<file path="config.mk">
export PLATFORM = sky130hd
export DESIGN_NAME = lamp_sequence_monitor
export DESIGN_NICKNAME = d
export VERILOG_FILES = /design/src/rtl/lamp_sequence_monitor.sv
export SDC_FILE = /design/constraint.sdc
export NUM_CORES = 1
export LEC_CHECK = 0
export BUFFER_PORTS_ARGS = -buffer_cell sky130_fd_sc_hd__buf_2
export CAP_MARGIN = 0
export CORE_ASPECT_RATIO = 1.2
export CORE_UTILIZATION = 42
export CTS_CLUSTER_SIZE = 16
export DETAILED_ROUTE_END_ITERATION = 8
export HOLD_SLACK_MARGIN = 0.05
export PLACE_DENSITY = 0.63
export SLEW_MARGIN = 20
export SYNTH_ARGS = -nofsm -noshare
export SYNTH_HDL_FRONTEND = slang
export SYNTH_SLANG_ARGS = --single-unit
export TNS_END_PERCENT = 1
</file>
<file path="constraint.sdc">
create_clock -name clk -period 5.6 [get_ports clk]
set_input_delay 0.56 -clock clk [delete_from_list [all_inputs] [get_ports clk]]
set_output_delay 0.56 -clock clk [all_outputs]
set_load 0.03 [all_outputs]
</file>
<file path="src/rtl/lamp_sequence_monitor.sv">
// lamp_sequence_monitor
//   Watches a 16-lamp flasher and checks that its lit-lamp count follows the
//   expected up/down pattern:
//     0 -> 16 -> 5 -> 11 -> 0 -> 6 -> 0
//   The flick input can kick the sequence back at two of the turning points.
//   Two kinds of fault are detected and latched:
//     - err_step : the level changed by anything other than the required +1/-1
//     - err_shape: the lamp vector is not thermometer coded
//   Every output is registered, so outputs reflect the lamp vector one cycle later.
//
// Ports
//   clk       rising-edge clock
//   rst       synchronous active-high reset
//   lamp      flasher lamp vector; bit 0 is the first lamp lit
//   flk       flick request, sampled together with lamp
//   err_clr   clears err_step, err_shape and err_cnt
//   phase     decoded flasher phase (0 = idle, 1..6 = sequence legs)
//   level     number of lit lamps seen on the previous cycle
//   done      one-cycle pulse when a full sequence completes
//   err_step  sticky flag for an illegal level step
//   err_shape sticky flag for a non-thermometer lamp vector
//   err_cnt   saturating count of error cycles
module lamp_sequence_monitor #(
  parameter int unsigned ERR_CNT_W = 8
) (
  input  logic                 clk,
  input  logic                 rst,
  input  logic [15:0]          lamp,
  input  logic                 flk,
  input  logic                 err_clr,
  output logic [2:0]           phase,
  output logic [4:0]           level,
  output logic                 done,
  output logic                 err_step,
  output logic                 err_shape,
  output logic [ERR_CNT_W-1:0] err_cnt
);

  typedef enum logic [2:0] {
    IDLE = 3'd0,
    UP_A = 3'd1,
    DN_B = 3'd2,
    UP_C = 3'd3,
    DN_D = 3'd4,
    UP_E = 3'd5,
    DN_F = 3'd6
  } state_t;

  state_t               st;
  state_t               nxt;
  logic [4:0]           n;
  logic                 shape_bad;
  logic                 step_bad;
  logic                 fin;
  logic [ERR_CNT_W-1:0] cnt_inc;

  assign phase = st;

  always_comb begin
    n = '0;
    for (int unsigned i = 0; i < 16; i++) begin
      n = n + 5'(lamp[i]);
    end
  end

  // A thermometer code has all set bits contiguous from bit 0, so adding one
  // carries through every set bit and leaves no overlap with the original.
  assign shape_bad = (lamp & (lamp + 16'd1)) != 16'd0;

  assign cnt_inc = (err_cnt == '1) ? err_cnt : err_cnt + ERR_CNT_W'(1);

  always_comb begin
    nxt      = st;
    step_bad = 1'b0;
    fin      = 1'b0;
    case (st)
      IDLE: nxt = (level == 5'd0 && n == 5'd1) ? UP_A : IDLE;
      UP_A: begin
        if (n != level + 5'd1)  step_bad = 1'b1;
        else if (n == 5'd16)    nxt = DN_B;
      end
      DN_B: begin
        if (n != level - 5'd1)  step_bad = 1'b1;
        else if (n == 5'd5)     nxt = flk ? UP_A : UP_C;
      end
      UP_C: begin
        if (n != level + 5'd1)  step_bad = 1'b1;
        else if (n == 5'd11)    nxt = DN_D;
      end
      DN_D: begin
        if (n != level - 5'd1)          step_bad = 1'b1;
        else if (n == 5'd0)             nxt = flk ? UP_C : UP_E;
        else if (n == 5'd5 && flk)      nxt = UP_C;
      end
      UP_E: begin
        if (n != level + 5'd1)  step_bad = 1'b1;
        else if (n == 5'd6)     nxt = DN_F;
      end
      DN_F: begin
        if (n != level - 5'd1)  step_bad = 1'b1;
        else if (n == 5'd0) begin
          nxt = IDLE;
          fin = 1'b1;
        end
      end
      default: nxt = IDLE;
    endcase
  end

  always_ff @(posedge clk) begin
    if (rst) begin
      st        <= IDLE;
      level     <= '0;
      done      <= 1'b0;
      err_step  <= 1'b0;
      err_shape <= 1'b0;
      err_cnt   <= '0;
    end else begin
      level <= n;
      done  <= 1'b0;
      if (err_clr) begin
        err_step  <= 1'b0;
        err_shape <= 1'b0;
        err_cnt   <= '0;
      end
      // Later assignments override the clear so a same-cycle error wins.
      if (shape_bad) begin
        st        <= IDLE;
        err_shape <= 1'b1;
        err_cnt   <= err_clr ? ERR_CNT_W'(1) : cnt_inc;
      end else if (step_bad) begin
        st        <= IDLE;
        err_step  <= 1'b1;
        err_cnt   <= err_clr ? ERR_CNT_W'(1) : cnt_inc;
      end else begin
        st   <= nxt;
        done <= fin;
      end
    end
  end

endmodule

</file>
==> reports/summary.txt <==
Mean area per synthesized cell -> 7.93 um2
Pre-antenna DRT Iters -> 8
Ys async rst share -> 0
Hold path start -> err_step
Clk sink count -> 19
Commonest cells after routing, fill and taps aside -> buf_2 (38), nor2_1 (25), inv_1 (22)
CTS Hold Bufs -> 0
Leakage power -> 0.980 nW
CORE AREA -> 0.00456 mm2
Peak Freq -> 0.187 GHz
Diode count -> 0
Critical Path Fanout Max -> 9
CTS max path bufs -> 2
Placed inst area -> 0.00221 mm2
Final wirelength -> 4.62 mm
Layout cells sized above 1 -> 0.189
Final-stage net count -> 326
Total power -> 0.00102 W
Top cell by count, worst path -> fa_1
Hold Path Depth -> 2
Worst R2R Setup Slack -> 2880 ps
IO buf count -> 38
Post-CTS sizing -> 0
Vias/cell -> 5.70
WS Path Type -> in2reg
Startpoint types -> primary input
Unrepaired setup endpoints after global routing -> false
Die ar. -> 0.00500 mm2
Final Cell Area -> 0.00226 mm2
Hold Path End -> err_step
Fin Clk Skew -> 0.811 ps
CTS tree -> built
Yosys warning total -> 0
Iter 0 DRT Violations -> 169
Post-route DRC -> 1
Die W -> 64.7 um
Commonest non-fill, non-tap cell in the layout -> buf_2
Worst skew pair latency -> 260 ps
Post-CTS setup buffers -> 0
Crit path arrival time -> 5520 ps
Combinational Power Share -> 0.726
First-pass GRT wire length -> 7.77 mm
Max-capacitance violation count -> 0
Fillers -> 473
Worst R2R Path Depth -> 10
# rows -> 27
Worst path slowest cell -> fa_1
Sequential Power Share -> 0.174
Post-DP HPWL -> 3.76 mm
Post-synth EDFFs -> 0
Status -> finished with violations
Peak VDD IR -> 0.291 mV
Critical R2R Capture -> err_cnt[2]
Crit path required time -> 5780 ps
Die Ht -> 77.3 um
Initial Util -> 0.435
HP Class -> reg2reg
Pwr Density -> 451 mW/mm2
Final-report max-slew violation count -> 0
Syn Inst Count -> 250
GRT Util Overall -> 0.193
Critical path endpoint category -> flop
Gp weighted congestion -> 0.853
Final setup violation count -> 0
Clk slew on worst S/H paths -> 80 ps
DRT antenna net count -> 0
Mapped Nets -> 290
CP top delay family -> adder cells
Final cell count without fillers -> 343
Cell variety after synth -> 56
Clock power frac -> 0.099
Final period util -> 0.953
Post-Synthesis Cell Area -> 0.00198 mm2
Vias in the first global route -> 1,742
Design internal power -> 0.000527 W
Cell Chain, Critical Path -> buf_2, fa_1, inv_1, fa_1, fa_1, fa_1, inv_1, ha_1, fa_1, xnor2_1, a21oi_1, o31a_1, o2111a_1, o32ai_4, or2_1, a41oi_1, a311oi_1
Clock Root Buffer -> clkbuf_8
Vias -> 1,955
Sequential element share of the synthesized area -> 0.192
Grt total ovfl -> 0
Critical path buffer and inverter count -> 3
Cell count after placement -> 339
Net Sw Frac -> 0.482
CTS HTree Levels -> 1
Fin. Hold Viols -> 0
I/O pin cnt -> 39
Failing checks -> design-rule violations
Synth Register Bits -> 19
CP Launch Point -> lamp[0]
DR WL/cell -> 13.5 um
Max stage delay on crit path -> 530 ps
Worst-margin pin slew -> 575 ps
NetSw -> 0.000491 W
CTS Buf Count -> 3
R2R Path Start -> level[0]
Rel. slew slack -> 0.611
Post-route minimum period -> 5340 ps
Initial antenna violation count -> 0
Top FF cell, synth -> dfxtp_1
Largest net degree at the start of global routing -> 17
Area Overhead vs Synth -> 14.0%
worst max path at each step:
stage                             to  slack (ps)  cells after the start
after CTS                 err_cnt[7]         270                     17
after detailed placement  err_cnt[7]         -10                     17
after floorplan           err_cnt[7]         430                     18
after global routing      err_cnt[7]           1                     17
final                     err_cnt[7]         260                     17
after global placement    err_cnt[2]         110                     17
Yosys cell counts (4+ instances only):
cell,instances,area share
nor3b_1,5,0.019
a211oi_1,4,0.015
nor2_1,25,0.047
nor3_1,9,0.023
nand2_1,15,0.028
a21oi_1,17,0.043
inv_1,22,0.042
ha_1,10,0.063
nand3_1,16,0.040
and3_1,6,0.019
fa_1,10,0.10
nand2b_1,7,0.022
clkbuf_1,6,0.011
nor2b_1,6,0.019
dfxtp_1,19,0.19
o21ai_0,8,0.020
nand4_1,6,0.019
routing by layer:
layer,up-vias,global-route usage,wire [um]
met5,-,0,0
met4,0,0.0533,44
met3,6,0.0193,203
met2,60,0.320,2250
met1,919,0.261,2120
li1,970,-,-
cell type report:
class	instances	area, um2	share of cell area
flip-flops and latches	19	380	0.168
clock buffers	3	41.3	0.0183
well taps	58	72.6	0.0321
multi-input cells	199	1470	0.648
clock inverters	1	5.00	0.00221
inverters	22	82.6	0.0365
repair buffers	41	213	0.0941
state kept, by name, summed over array words and instances, names as in the netlist:
| register | cells |
|---|---|
| err_cnt | 8 |
| level | 5 |
| phase | 3 |
| done | 1 |
| err_shape | 1 |
| err_step | 1 |
through the flow:
step                setup slack, ps  hold WS [ps]  utilization  setup TNS, ps
detailed placement            -11.5           464        0.485          -11.5
global route                   1.39           504        0.495              0
finish                          262           471        0.495              0
global placement                113           465        0.485              0
floorplan                       431           589            -              0
CTS                             265           475        0.495              0
cell families after synthesis:
family,Yosys count,share of synthesized area
compound gates,59,0.220
xor+xnor,8,0.0530
fa+ha+maj,20,0.164
buf+inv,32,0.0688
flops,19,0.192
simple gates,112,0.302
power groups by stage:
stage          registers, W  clock network (W)  logic, W
2_1_floorplan      0.000198                  0  0.000539
3_3_place_gp       0.000181                  0  0.000725
3_5_place_dp       0.000182                  0  0.000733
4_1_cts            0.000178           0.000103  0.000738
5_1_grt            0.000181           0.000107  0.000802
6_report           0.000178           0.000101  0.000739
worst reg2reg max path: stages, from the launching register on:
cell and delay (ps):
dfxtp_1 480, inv_1 80, ha_1 310, xor2_1 190, nor2b_1 180, nor4b_2 280, o22a_2 260, o32ai_4 110
or2_1 370, and4_1 240, nor3_1 160
No activity file was read; power rests on OpenSTA's default activity.
